`src/rtl/alu_seq_pkg.sv`:
```
// Shared widths, opcodes and FSM state type for the ALU command sequencer.
package alu_seq_pkg;

    localparam int DATA_W = 32;
    localparam int OP_W   = 3;

    localparam logic [OP_W-1:0] OP_ADD = 3'b000;
    localparam logic [OP_W-1:0] OP_SUB = 3'b001;

    typedef enum logic [1:0] {
        IDLE = 2'd0,
        WAIT = 2'd1,
        RESP = 2'd2
    } state_t;

endpackage

```
`src/rtl/alu_sequencer_if.sv`:
```
// Command, ALU-drive and response bundle for alu_sequencer; slave is the sequencer side.
interface alu_sequencer_if;
    import alu_seq_pkg::*;

    logic              cmd_valid_in;
    logic              cmd_ready_out;
    logic [DATA_W-1:0] cmd_a_in;
    logic [DATA_W-1:0] cmd_b_in;
    logic [OP_W-1:0]   cmd_op_in;
    logic              cmd_chain_in;

    logic [DATA_W-1:0] alu_a_out;
    logic [DATA_W-1:0] alu_b_out;
    logic [OP_W-1:0]   alu_op_out;
    logic [DATA_W-1:0] alu_y_in;
    logic              alu_z_in;

    logic              rsp_valid_out;
    logic              rsp_ready_in;
    logic [DATA_W-1:0] rsp_y_out;
    logic              rsp_z_out;

    modport slave (
        input  cmd_valid_in, cmd_a_in, cmd_b_in, cmd_op_in, cmd_chain_in,
        output cmd_ready_out,
        output alu_a_out, alu_b_out, alu_op_out,
        input  alu_y_in, alu_z_in,
        output rsp_valid_out, rsp_y_out, rsp_z_out,
        input  rsp_ready_in
    );

    modport master (
        output cmd_valid_in, cmd_a_in, cmd_b_in, cmd_op_in, cmd_chain_in,
        input  cmd_ready_out,
        input  alu_a_out, alu_b_out, alu_op_out,
        output alu_y_in, alu_z_in,
        input  rsp_valid_out, rsp_y_out, rsp_z_out,
        output rsp_ready_in
    );

endinterface

```
`src/rtl/alu_seq_fifo.sv`:
```
// Command FIFO with wrap-bit pointers; head entry is read combinationally so the
// sequencer can issue on the same edge it pops.
module alu_seq_fifo #(
    parameter int WIDTH = 8,
    parameter int DEPTH = 4
) (
    input  logic             clk,
    input  logic             rst_n,
    input  logic             push,
    input  logic [WIDTH-1:0] push_data,
    input  logic             pop,
    output logic [WIDTH-1:0] pop_data,
    output logic             full,
    output logic             empty
);

    localparam int AW = $clog2(DEPTH);

    logic [WIDTH-1:0] mem [DEPTH];
    logic [AW:0]      wr_ptr_reg;
    logic [AW:0]      rd_ptr_reg;
    logic             do_push;
    logic             do_pop;

    assign empty    = (wr_ptr_reg == rd_ptr_reg);
    assign full     = (wr_ptr_reg[AW] != rd_ptr_reg[AW]) &&
                      (wr_ptr_reg[AW-1:0] == rd_ptr_reg[AW-1:0]);
    assign do_push  = push && !full;
    assign do_pop   = pop && !empty;
    assign pop_data = mem[rd_ptr_reg[AW-1:0]];

    always_ff @(posedge clk or negedge rst_n) begin
        if (!rst_n) begin
            wr_ptr_reg <= '0;
            rd_ptr_reg <= '0;
        end else begin
            if (do_push) wr_ptr_reg <= wr_ptr_reg + 1'b1;
            if (do_pop)  rd_ptr_reg <= rd_ptr_reg + 1'b1;
        end
    end

    // Storage carries no reset; pointers alone define what is valid.
    always_ff @(posedge clk) begin
        if (do_push) mem[wr_ptr_reg[AW-1:0]] <= push_data;
    end

endmodule

```
`src/rtl/alu_sequencer.sv`:
```
// Queues ALU commands, drives one at a time into an external ALU and returns results.
// Optional operand chaining from the previous result is enabled by ALU_SEQ_CHAIN_EN.
module alu_sequencer
    import alu_seq_pkg::*;
#(
    parameter int DEPTH   = 4,
    parameter int ALU_LAT = 1
) (
    input  logic           clk_in,
    input  logic           rst_n_in,
    alu_sequencer_if.slave bus
);

    localparam int CNT_W = $clog2(ALU_LAT + 1);
`ifdef ALU_SEQ_CHAIN_EN
    localparam int ENTRY_W = 2 * DATA_W + OP_W + 1;
`else
    localparam int ENTRY_W = 2 * DATA_W + OP_W;
`endif

    logic               fifo_full;
    logic               fifo_empty;
    logic               push;
    logic               pop;
    logic [ENTRY_W-1:0] push_data;
    logic [ENTRY_W-1:0] head_data;
    logic [DATA_W-1:0]  head_a;
    logic [DATA_W-1:0]  head_b;
    logic [OP_W-1:0]    head_op;
    logic [DATA_W-1:0]  issue_a;

    state_t             state_reg;
    logic [CNT_W-1:0]   cnt_reg;
    logic [DATA_W-1:0]  alu_a_reg;
    logic [DATA_W-1:0]  alu_b_reg;
    logic [OP_W-1:0]    alu_op_reg;
    logic [DATA_W-1:0]  rsp_y_reg;
    logic               rsp_z_reg;
    logic               rsp_valid_reg;

    assign push   = bus.cmd_valid_in && !fifo_full;
    assign head_a = head_data[2*DATA_W+OP_W-1 -: DATA_W];
    assign head_b = head_data[DATA_W+OP_W-1 -: DATA_W];
    assign head_op = head_data[OP_W-1:0];

`ifdef ALU_SEQ_CHAIN_EN
    logic head_chain;
    assign push_data  = {bus.cmd_chain_in, bus.cmd_a_in, bus.cmd_b_in, bus.cmd_op_in};
    assign head_chain = head_data[ENTRY_W-1];
    // rsp_y_reg always holds the most recently captured result, so it doubles as the chain source.
    assign issue_a    = head_chain ? rsp_y_reg : head_a;
`else
    logic unused_chain;
    assign unused_chain = bus.cmd_chain_in;
    assign push_data    = {bus.cmd_a_in, bus.cmd_b_in, bus.cmd_op_in};
    assign issue_a      = head_a;
`endif

    // Issue from IDLE, or straight from RESP on the edge the response is taken.
    assign pop = !fifo_empty &&
                 ((state_reg == IDLE) || ((state_reg == RESP) && bus.rsp_ready_in));

    alu_seq_fifo #(
        .WIDTH (ENTRY_W),
        .DEPTH (DEPTH)
    ) u_fifo (
        .clk       (clk_in),
        .rst_n     (rst_n_in),
        .push      (push),
        .push_data (push_data),
        .pop       (pop),
        .pop_data  (head_data),
        .full      (fifo_full),
        .empty     (fifo_empty)
    );

    always_ff @(posedge clk_in or negedge rst_n_in) begin
        if (!rst_n_in) begin
            state_reg     <= IDLE;
            cnt_reg       <= '0;
            alu_a_reg     <= '0;
            alu_b_reg     <= '0;
            alu_op_reg    <= '0;
            rsp_y_reg     <= '0;
            rsp_z_reg     <= 1'b0;
            rsp_valid_reg <= 1'b0;
        end else begin
            if (pop) begin
                alu_a_reg  <= issue_a;
                alu_b_reg  <= head_b;
                alu_op_reg <= head_op;
                cnt_reg    <= CNT_W'(ALU_LAT);
            end
            case (state_reg)
                IDLE: begin
                    if (pop) state_reg <= WAIT;
                end
                WAIT: begin
                    cnt_reg <= cnt_reg - 1'b1;
                    if (cnt_reg == CNT_W'(1)) begin
                        rsp_y_reg     <= bus.alu_y_in;
                        rsp_z_reg     <= bus.alu_z_in;
                        rsp_valid_reg <= 1'b1;
                        state_reg     <= RESP;
                    end
                end
                RESP: begin
                    if (bus.rsp_ready_in) begin
                        rsp_valid_reg <= 1'b0;
                        state_reg     <= pop ? WAIT : IDLE;
                    end
                end
                default: state_reg <= IDLE;
            endcase
        end
    end

    assign bus.cmd_ready_out = !fifo_full;
    assign bus.alu_a_out     = alu_a_reg;
    assign bus.alu_b_out     = alu_b_reg;
    assign bus.alu_op_out    = alu_op_reg;
    assign bus.rsp_y_out     = rsp_y_reg;
    assign bus.rsp_z_out     = rsp_z_reg;
    assign bus.rsp_valid_out = rsp_valid_reg;

endmodule

```
`src/flat_wrapper.sv`:
```
// flat-port wrapper written by rule: the top's interface ports become plain ports
module alu_sequencer_flat import alu_seq_pkg::*;
#(
    parameter int DEPTH   = 4,
    parameter int ALU_LAT = 1
)
  (clk_in, rst_n_in, bus_cmd_valid_in, bus_cmd_a_in, bus_cmd_b_in, bus_cmd_op_in, bus_cmd_chain_in, bus_cmd_ready_out, bus_alu_a_out, bus_alu_b_out, bus_alu_op_out, bus_alu_y_in, bus_alu_z_in, bus_rsp_valid_out, bus_rsp_y_out, bus_rsp_z_out, bus_rsp_ready_in);
  alu_sequencer_if bus_i ();
  input  logic clk_in;
  input  logic rst_n_in;
  input wire logic [$bits(bus_i.cmd_valid_in)-1:0] bus_cmd_valid_in;
  input wire logic [$bits(bus_i.cmd_a_in)-1:0] bus_cmd_a_in;
  input wire logic [$bits(bus_i.cmd_b_in)-1:0] bus_cmd_b_in;
  input wire logic [$bits(bus_i.cmd_op_in)-1:0] bus_cmd_op_in;
  input wire logic [$bits(bus_i.cmd_chain_in)-1:0] bus_cmd_chain_in;
  output wire logic [$bits(bus_i.cmd_ready_out)-1:0] bus_cmd_ready_out;
  output wire logic [$bits(bus_i.alu_a_out)-1:0] bus_alu_a_out;
  output wire logic [$bits(bus_i.alu_b_out)-1:0] bus_alu_b_out;
  output wire logic [$bits(bus_i.alu_op_out)-1:0] bus_alu_op_out;
  input wire logic [$bits(bus_i.alu_y_in)-1:0] bus_alu_y_in;
  input wire logic [$bits(bus_i.alu_z_in)-1:0] bus_alu_z_in;
  output wire logic [$bits(bus_i.rsp_valid_out)-1:0] bus_rsp_valid_out;
  output wire logic [$bits(bus_i.rsp_y_out)-1:0] bus_rsp_y_out;
  output wire logic [$bits(bus_i.rsp_z_out)-1:0] bus_rsp_z_out;
  input wire logic [$bits(bus_i.rsp_ready_in)-1:0] bus_rsp_ready_in;
  assign bus_i.cmd_valid_in = bus_cmd_valid_in;
  assign bus_i.cmd_a_in = bus_cmd_a_in;
  assign bus_i.cmd_b_in = bus_cmd_b_in;
  assign bus_i.cmd_op_in = bus_cmd_op_in;
  assign bus_i.cmd_chain_in = bus_cmd_chain_in;
  assign bus_cmd_ready_out = bus_i.cmd_ready_out;
  assign bus_alu_a_out = bus_i.alu_a_out;
  assign bus_alu_b_out = bus_i.alu_b_out;
  assign bus_alu_op_out = bus_i.alu_op_out;
  assign bus_i.alu_y_in = bus_alu_y_in;
  assign bus_i.alu_z_in = bus_alu_z_in;
  assign bus_rsp_valid_out = bus_i.rsp_valid_out;
  assign bus_rsp_y_out = bus_i.rsp_y_out;
  assign bus_rsp_z_out = bus_i.rsp_z_out;
  assign bus_i.rsp_ready_in = bus_rsp_ready_in;
  alu_sequencer #(.DEPTH(DEPTH), .ALU_LAT(ALU_LAT)) u_core (.clk_in(clk_in), .rst_n_in(rst_n_in), .bus(bus_i));
endmodule
```
`config.mk`:
```
export PLATFORM = sky130hd
export DESIGN_NAME = alu_sequencer_flat
export DESIGN_NICKNAME = d
export VERILOG_FILES = /design/src/rtl/alu_seq_pkg.sv /design/src/rtl/alu_sequencer_if.sv /design/src/rtl/alu_seq_fifo.sv /design/src/rtl/alu_sequencer.sv /design/src/flat_wrapper.sv
export SDC_FILE = /design/constraint.sdc
export NUM_CORES = 1
export LEC_CHECK = 0
export CAP_MARGIN = 20
export CORE_MARGIN = 2
export CORE_UTILIZATION = 55
export CTS_BUF_LIST = sky130_fd_sc_hd__clkbuf_4 sky130_fd_sc_hd__clkbuf_8
export CTS_CLUSTER_SIZE = 14
export DETAILED_ROUTE_END_ITERATION = 10
export PLACE_DENSITY_LB_ADDON = 0.1
export SYNTH_ARGS = -nofsm -noshare
export SYNTH_HDL_FRONTEND = slang
export SYNTH_HIERARCHICAL = 1
export SYNTH_SLANG_ARGS = --single-unit
```
`constraint.sdc`:
```
create_clock -name clk_in -period 4.79 [get_ports clk_in]
set_clock_uncertainty 0.2 [all_clocks]
set_input_delay 0.958 -clock clk_in [delete_from_list [all_inputs] [get_ports clk_in]]
set_output_delay 0.958 -clock clk_in [all_outputs]
set_load 0.02 [all_outputs]
```
-- Word-level counts from Yosys, hierarchy flattened
Memory sizes are Yosys's and may differ from the RTL's. A register that Yosys moved wholly into a read port is not among the register bits.
Index checks and enable logic that the tools add are counted.
- add/sub/neg operators: 3
- equality and inequality tests: 8
- mux-type cells: 12
- reductions and logical operators: 16
- operator list (cell ; number):
    $mux 1 ; 7
    $add 3x1->3 const B ; 2
    $logic_and 1x1->1 ; 6
    $mux 2 ; 3
    $pmux 2 s3 ; 1
    $reduce_and 3->1 ; 2
    $ne 2x1->1 const B ; 2
    $reduce_bool 2->1 ; 2
    $eq 3x3->1 ; 1
    $logic_not 1->1 ; 3
    $eq 2x1->1 const B ; 1
    $eq 2x2->1 ; 1
    $eq 2x2->1 const B ; 1
    $logic_not 2->1 ; 1
    $ne 2x2->1 const B ; 1
    $pmux 1 s2 ; 1
    $reduce_and 2->1 ; 1
    $logic_or 1x1->1 ; 1
    $ne 1x1->1 ; 1
    $sub 1x1->1 const B ; 1
- flip-flop bits (word level): 43
- bits in writable memories: 268
- output and inout bits: 102
- word-level logic and storage cells: 47
- memories: 1
- memory list (memory ; words ; bits a word ; read ports ; clocked after memory_dff ; wr ports ; line ; RTL):
    u_core.u_fifo.mem ; 4 ; 67 ; 1 ; 1 ; 1 ; alu_seq_fifo.sv:19 ; logic [WIDTH-1:0] mem [DEPTH];

-- Depth between registers and ports, before layout
Gate-level depths: netlist of the first run.
- depth in word-level cells: 7
- depth in mapped cells: 12

-- Modules after synthesis
Netlist of the first run, hierarchy kept.
- modules (own cells, without submodules) (module ; instances ; cells each ; area each (µm²) ; sequential area each (µm²)):
    alu_seq_fifo ; 1 ; 399 ; 10139.7 ; 8197.9
    alu_sequencer ; 1 ; 233 ; 3961.3 ; 2602.5

-- Worst setup path before layout of the first run
Ideal clock, no wire load.
- path type: input to register
- from: input port bus_cmd_valid_in
- to: memory u_core/u_fifo/mem[3][0] (netlist name), enable pin
- data arrival time: 3.424 ns
- data required time: 4.133 ns
- slack: 0.709 ns
- cell stages on the path: 3
- buffers on the path: 0
- cells stage by stage: nor2b_1 -> nand2_1 -> a31oi_2
- longest elaborated chain between the ends: 4
- ends and longest elaborated chain (element ; line ; RTL):
    start, declared ; flat_wrapper.sv:11 ; input wire logic [$bits(bus_i.cmd_valid_in)-1:0] bus_cmd_valid_in;
    $logic_and 1x1->1 ; alu_sequencer.sv:41 ; assign push = bus.cmd_valid_in && !fifo_full;
    $logic_and 1x1->1 ; alu_seq_fifo.sv:28 ; assign do_push = push && !full;
    $mux 1 ; alu_seq_fifo.sv:44 ; if (do_push) mem[wr_ptr_reg[AW-1:0]] <= push_data;
    $mux 1 (implied by the code) ; alu_seq_fifo.sv:44 ;
    end, declared ; alu_seq_fifo.sv:19 ;
Every way passes these cells.

-- Worst setup path after layout of the first run
- from: register u_core.u_fifo.rd_ptr_reg[0]
- to: output port bus_cmd_ready_out
- longest elaborated chain between the ends: 3
- ends and longest elaborated chain (element ; line ; RTL):
    start, declared ; alu_seq_fifo.sv:21 ; logic [AW:0] rd_ptr_reg;
    start signal, assigned ; alu_seq_fifo.sv:38 ; if (do_pop) rd_ptr_reg <= rd_ptr_reg + 1'b1;
    $eq 2x2->1 ; alu_seq_fifo.sv:27 ; (wr_ptr_reg[AW-1:0] == rd_ptr_reg[AW-1:0]);
    $logic_and 1x1->1 ; alu_seq_fifo.sv:26 ; assign full = (wr_ptr_reg[AW] != rd_ptr_reg[AW]) &&
    net u_core.fifo_full ; alu_sequencer.sv:21 ; logic fifo_full;
    $logic_not 1->1 ; alu_sequencer.sv:118 ; assign bus.cmd_ready_out = !fifo_full;
    end, declared ; flat_wrapper.sv:16 ; output wire logic [$bits(bus_i.cmd_ready_out)-1:0] bus_cmd_ready_out;
The timed path passes the listed nets, and every way through them passes these cells.

==> flow_summary.yaml, run 1 <==
timing:
  fin_ws_ps: 932
  finalHoldViolations: 0
  finalSetupTns_ps: 0
  clock.fmax_mhz: 259
  maxSlewHeadroom_pct: 26.8
  rsz0062_at_grt: "no"
  worst_pin_slew_ps: 1100
  holdWs_ps: 172
  setup_viol: 0
  min_period_ps: 3860
  drv_slew: 0
  min_period_over_period_pct: 80.5
power_and_ir_drop:
  irDropWorstVdd_mv: 0.366
  p_leak_nw: 6.32
  report.power.total_mw: 12.4
  p_per_area_mw_per_mm2: 698
cells_and_area:
  fin_area_sq_mm: 0.0178
  final_layout_size_suffix_gt1_share_pct: 31.9
  final_cells: 1264
  syn_to_final_growth_pct: 26.0
  layout_common_cells: "268 x edfxtp_1, 204 x clkdlybuf4s50_1, 108 x dfrtp_1, 92 x mux2_2, 71 x clkbuf_8"
  nFillCells: 1526
  fin_nets: 994
  fin_util_pct: 70.6
  largest_reg_flops: 268
  diodes: 0
  final_common_cell: "edfxtp_1"
setup_path:
  startpoint_type: "flop"
  crit_chain: "xnor2_2, nand3_1, inv_1, inv_1, clkdlybuf4s50_1"
  crit_path_frequent_cell: "inv_1"
  timing.rr.end: "u_core/u_fifo/mem[2][11]$_DFFE_PP_"
  crit_path_end_kind: "primary output"
  crit_family: "flip-flops"
  path_class: "reg2out"
  cp_data_required_time_ps: 3630
  slowest_delay_ps: 730
  worst_ep_arrival_time_ps: 2700
  slowest_stage: "dfrtp_4"
  reg2reg_setup_slack_ps: 1260
  r2r_start: "u_core/u_fifo/rd_ptr_reg[0]$_DFFE_PN0P_"
  crit_buf_inv: 3
  r2r.worst_path.cells: 6
  cp_max_fo: 29
placement:
  dpl_cell_area_sq_mm: 0.0165
  dp_hpwl_mm: 16.1
  io_buffers: 205
  gp_congestion: 0.751
  dp_slack_ps: 1170
  dp_cells: 1153
clock_tree:
  cts.path.max_buffers: 3
  clock-sinks: 378
  htree_num_levels: 2
  cts_tree: "done"
  post_cts_buffers: 0
  hold_buffers: 0
  cts.repair.resized: 0
  cts_root_buffer: "clkbuf_8"
  numCtsBuffers: 59
  path_clk_slew_ps: 60
  clkLatencyLatePin_ps: 580
hold_path:
  holdCritPathClass: "in2async"
die:
  io_pins: 207
  die_width_um: 164
  core-area_sq_mm: 0.0252
  initial_core_util_pct: 56.0
  floorplan.die_area_sq_mm: 0.0269
  die_h_um: 164
  floorplan.rows: 58
drt:
  via_per_inst: 5.43
  drcViolationCount: 0
  routedWlPerCell_um: 21.3
  dr_total_vias: 6862
  drt_wl_total_mm: 26.9
  ant_nets: 0
  first_pass_iters: 6
  drtIter0Drc: 348
grt:
  grt_max_degree: 72
  grt_overflow_total: 0
  grt_pass1_vias: 7560
  grt_use_total_pct: 20.3
  grt_pass1_wl_mm: 41.0
  antenna_found_initial: 1
synth:
  synth-seq-cells: 378
  synth.distinct_cells: 35
  synthArstFlopShare_pct: 29.1
  synth_ff_type: "edfxtp_1"
  yosysWarnings: 6
  netlist_area_sq_mm: 0.0141
  yosys.area.top_type: "edfxtp_1"
  syn_inst: 632
  syn_area_per_cell_sq_um: 22.3
  ys_top_cells_by_area: "edfxtp_1 57%, dfrtp_1 20%, mux4_2 11%, mux2_2 7.3%, mux2_4 0.85%"
  ys_seq_area_share_pct: 76.6
  synth_top_area_share_pct: 57.1
  synth_edf_count: 268
  syn_nets: 742
run:
  cap_viol_max_count: 0
run_status:
  status: "complete, no violations"
[cell usage after synthesis (4+ instances only)]
cell	n
edfxtp_1	268
dfrtp_1	110
mux2_2	92
mux4_2	67
mux2_4	8
a21oi_1	7
buf_2	6
buf_4	6
buf_6	6
clkbuf_1	6
inv_1	6
ha_1	5
nand2b_1	5
o31ai_1	4
xnor2_1	4
[per-layer routing]
layer / vias to the layer above / share of wire (%) / track usage (%) / routed length [um]
met2: 257 / 51 / 34.8 / 13600
li1: 3044 / - / - / -
met1: 3517 / 41 / 25.6 / 10900
met3: 42 / 7.1 / 5.20 / 1890
met5: - / 0.048 / 0 / 13
met4: 2 / 1.6 / 6.54 / 427
[worst max path at each step]
stage	startpoint	to	slack (ps)	cells past startpoint
after global placement	u_core/u_fifo/rd_ptr_reg[0]$_DFFE_PN0P_	u_core/u_fifo/mem[2][11]$_DFFE_PP_	1280	6
after detailed placement	u_core/u_fifo/rd_ptr_reg[0]$_DFFE_PN0P_	u_core/u_fifo/mem[2][11]$_DFFE_PP_	1170	6
after floorplan	bus_cmd_valid_in	u_core/u_fifo/mem[3][0]$_DFFE_PP_	710	3
after CTS	u_core/u_fifo/rd_ptr_reg[0]$_DFFE_PN0P_	bus_cmd_ready_out	830	5
after global routing	u_core/u_fifo/rd_ptr_reg[0]$_DFFE_PN0P_	bus_cmd_ready_out	780	5
final	u_core/u_fifo/rd_ptr_reg[0]$_DFFE_PN0P_	bus_cmd_ready_out	930	5
[where the power goes]
part | total, mW | internal [mW] | switching (mW)
Combinational | 4.59 | 2.39 | 2.20
Clock | 2.70 | 1.55 | 1.14
Sequential | 5.11 | 4.63 | 0.484
[logic make-up (layout without fill, tap and decap cells)]
| family | Yosys count | count (layout) | share of synthesized area (%) |
|---|---|---|---|
| buffers and inverters | 32 | 334 | 1.58 |
| AND/OR/NAND/NOR | 22 | 22 | 0.879 |
| flip-flops | 378 | 378 | 76.6 |
| adder cells (fa/ha/maj) | 5 | 5 | 0.444 |
| multiplexers | 167 | 167 | 18.9 |
| XOR/XNOR | 10 | 10 | 0.781 |
| AO/OA/AOI/OAI | 18 | 18 | 0.825 |
[worst reg2reg max path: cells and delay by family, from the launching register on]
| family | cells | cell delay, ps |
|---|---|---|
| xor gates and xnor gates | 1 | 270 |
| buffers and inverters | 2 | 440 |
| DFF | 1 | 870 |
| and+or+nand+nor | 3 | 1420 |
[area by class of cell]
cell class	count	area [sq um]	area share [%]
multi-input cells	222	3110	17.5
clock buffers	99	1190	6.68
clock inverters	12	52.6	0.296
repair buffers	217	2180	12.3
well taps	330	413	2.32
flip-flops and latches	378	10800	60.8
inverters	6	22.5	0.127
Note: power is estimated with default switching activity, not from simulation.
==> run 2: changes to the inputs <==
- CORE_UTILIZATION: 55 -> 51
- clock period: 4.79 -> 3.26 ns (I/O delays scaled with it)
==> run 2 against run 1 <==
  * Sequential power is 45% higher
  * Wire length hardly changed
  * Sequential cell count stayed put
  * Clock power is 41% higher
  * Worst hold slack better by 130 ps
  * Power is 47% higher
  * First-iteration DRC count is 12% lower
  * Combinational power is 53% higher
  * Register-to-register slack worse by 750 ps
==> flow_summary.yaml, run 2 (same netlist as run 1, synthesis figures left out) <==
run_status:
  status: "complete, no violations"
hold_path:
  hp-start: "u_core/bus.alu_op_out[2]$_DFFE_PN0P_"
  holdCritPathClass: "reg2reg"
  hold_end: "u_core/bus.alu_op_out[2]$_DFFE_PN0P_"
  hold_path_depth: 1
timing:
  holdWs_ps: 304
  setup_viol: 0
  rsz0062_at_grt: "no"
  min_period_over_period_pct: 85.9
  min_period_ps: 2800
  drv_slew: 0
  finalSetupTns_ps: 0
  worst_pin_slew_ps: 1110
  clock.fmax_mhz: 357
  finalHoldViolations: 0
  maxSlewHeadroom_pct: 26.1
drt:
  first_pass_iters: 4
  routedWlPerCell_um: 21.0
  drtIter0Drc: 307
  drt_wl_total_mm: 26.9
  dr_total_vias: 6863
  via_per_inst: 5.36
  drcViolationCount: 0
  ant_nets: 0
setup_path:
  crit_path_end_kind: "primary output"
  r2r.worst_path.cells: 4
  slowest_stage: "dfrtp_4"
  path_class: "reg2out"
  slowest_delay_ps: 500
  reg2reg_setup_slack_ps: 510
  worst_ep_arrival_time_ps: 1950
  crit_family: "buffers and inverters"
  crit_buf_inv: 4
  cp_data_required_time_ps: 2410
  timing.rr.end: "u_core/bus.alu_b_out[18]$_DFFE_PN0P_"
  startpoint_type: "flop"
  r2r_start: "u_core/u_fifo/rd_ptr_reg[0]$_DFFE_PN0P_"
  cp_max_fo: 4
  crit_path_frequent_cell: "inv_1"
  crit_chain: "xnor2_1, buf_4, nand3_1, inv_1, inv_1, dlymetal6s2s_1"
placement:
  gp_congestion: 0.702
  dp_hpwl_mm: 16.1
  io_buffers: 205
  dp_cells: 1170
cells_and_area:
  final_cells: 1281
  fin_nets: 1001
  nFillCells: 1752
  layout_common_cells: "268 x edfxtp_1, 203 x clkdlybuf4s50_1, 108 x dfrtp_1, 92 x mux2_2, 68 x clkbuf_8"
  final_common_cell: "edfxtp_1"
  final_layout_size_suffix_gt1_share_pct: 31.4
  syn_to_final_growth_pct: 26.8
  largest_reg_flops: 268
grt:
  grt_use_total_pct: 18.8
  grt_pass1_vias: 7453
  grt_max_degree: 71
  grt_pass1_wl_mm: 41.4
  grt_overflow_total: 0
  antenna_found_initial: 1
die:
  io_pins: 207
  core-area_sq_mm: 0.0270
  floorplan.die_area_sq_mm: 0.0290
  die_width_um: 170
  initial_core_util_pct: 52.2
  die_h_um: 170
  floorplan.rows: 60
clock_tree:
  clock-sinks: 378
  numCtsBuffers: 58
  path_clk_slew_ps: 60
  cts.path.max_buffers: 3
  clkLatencyLatePin_ps: 580
  cts_tree: "done"
  cts_root_buffer: "clkbuf_8"
  htree_num_levels: 2
power_and_ir_drop:
  irDropWorstVdd_mv: 0.609
  p_per_area_mw_per_mm2: 1020
  report.power.total_mw: 18.2
  p_leak_nw: 6.33
run:
  cap_viol_max_count: 0
run 2: cell types whose count changed in the layout (fill, tap and decap cells not counted), sizes merged:
cell           change
clkinvlp           +2
dlygate4sd3        +1
clkdlybuf4s50      -1
clkinv             +6
diode              +1
dlymetal6s2s       +1
clkbuf            -12
buf                +7
inv                +1
run 2: layout make-up:
cell class | instances | area, sq um | area share [%]
Clock buffer | 87 | 1080 | 6.03
Inverter | 6 | 22.5 | 0.126
Tap cell | 341 | 427 | 2.39
Antenna cell | 1 | 2.50 | 0.0140
Clock inverter | 21 | 97.6 | 0.546
Timing Repair Buffer | 225 | 2320 | 13.0
Sequential cell | 378 | 10800 | 60.4
Multi-Input combinational cell | 222 | 3130 | 17.5
run 2: worst max-delay path by stage:
stage | from | to | slack (ps) | cells past startpoint
after global routing | u_core/u_fifo/rd_ptr_reg[0]$_DFFE_PN0P_ | u_core/bus.alu_a_out[12]$_DFFE_PN0P_ | 310 | 4
after detailed placement | bus_cmd_valid_in | u_core/u_fifo/mem[2][20]$_DFFE_PP_ | 400 | 4
final | u_core/u_fifo/rd_ptr_reg[1]$_DFFE_PN0P_ | bus_cmd_ready_out | 460 | 6
after floorplan | u_core/u_fifo/rd_ptr_reg[1]$_DFFE_PN0P_ | u_core/u_fifo/mem[3][0]$_DFFE_PP_ | 110 | 7
after CTS | u_core/u_fifo/rd_ptr_reg[2]$_DFFE_PN0P_ | bus_cmd_ready_out | 40 | 5
after global placement | bus_cmd_valid_in | u_core/u_fifo/mem[2][24]$_DFFE_PP_ | 410 | 4
run 2: timing repair:
action,in CTS,in global routing
setup endpoints to repair,1,1
pin swaps,0,1
resized for setup,1,2
gates cloned,0,0
hold buffers,1,0
hold endpoints to repair,19,0
buffers inserted,0,1
run 2: stage by stage:
step	utilization, %	setup WS, ps	instance area [sq um]
2_1_floorplan	-	109	14100
3_3_place_gp	61.6	411	16700
3_5_place_dp	61.6	400	16700
4_1_cts	66.1	40.2	17900
5_1_grt	66.2	307	17900
6_report	66.2	461	17900
run 2: power by group:
part           internal, mW  switching, mW  leakage, nW
clock                  2.11           1.69        0.621
sequential             6.79          0.624         3.73
combinational          3.66           3.36         1.98
total                  12.6           5.67         6.33
run 2: layer usage:
layer,GRT usage [%],up-vias,wire length [um]
met1,23.5,3557,11000
met4,5.35,0,444
li1,-,3059,-
met2,33.0,205,13800
met3,4.67,42,1640
met5,0,-,0
run 2: worst reg2reg max path: cells and delay by family (launching register included):
family,cells,cell delay (ps)
buffers and inverters,2,1130
multiplexers,2,850
flip-flops,1,470
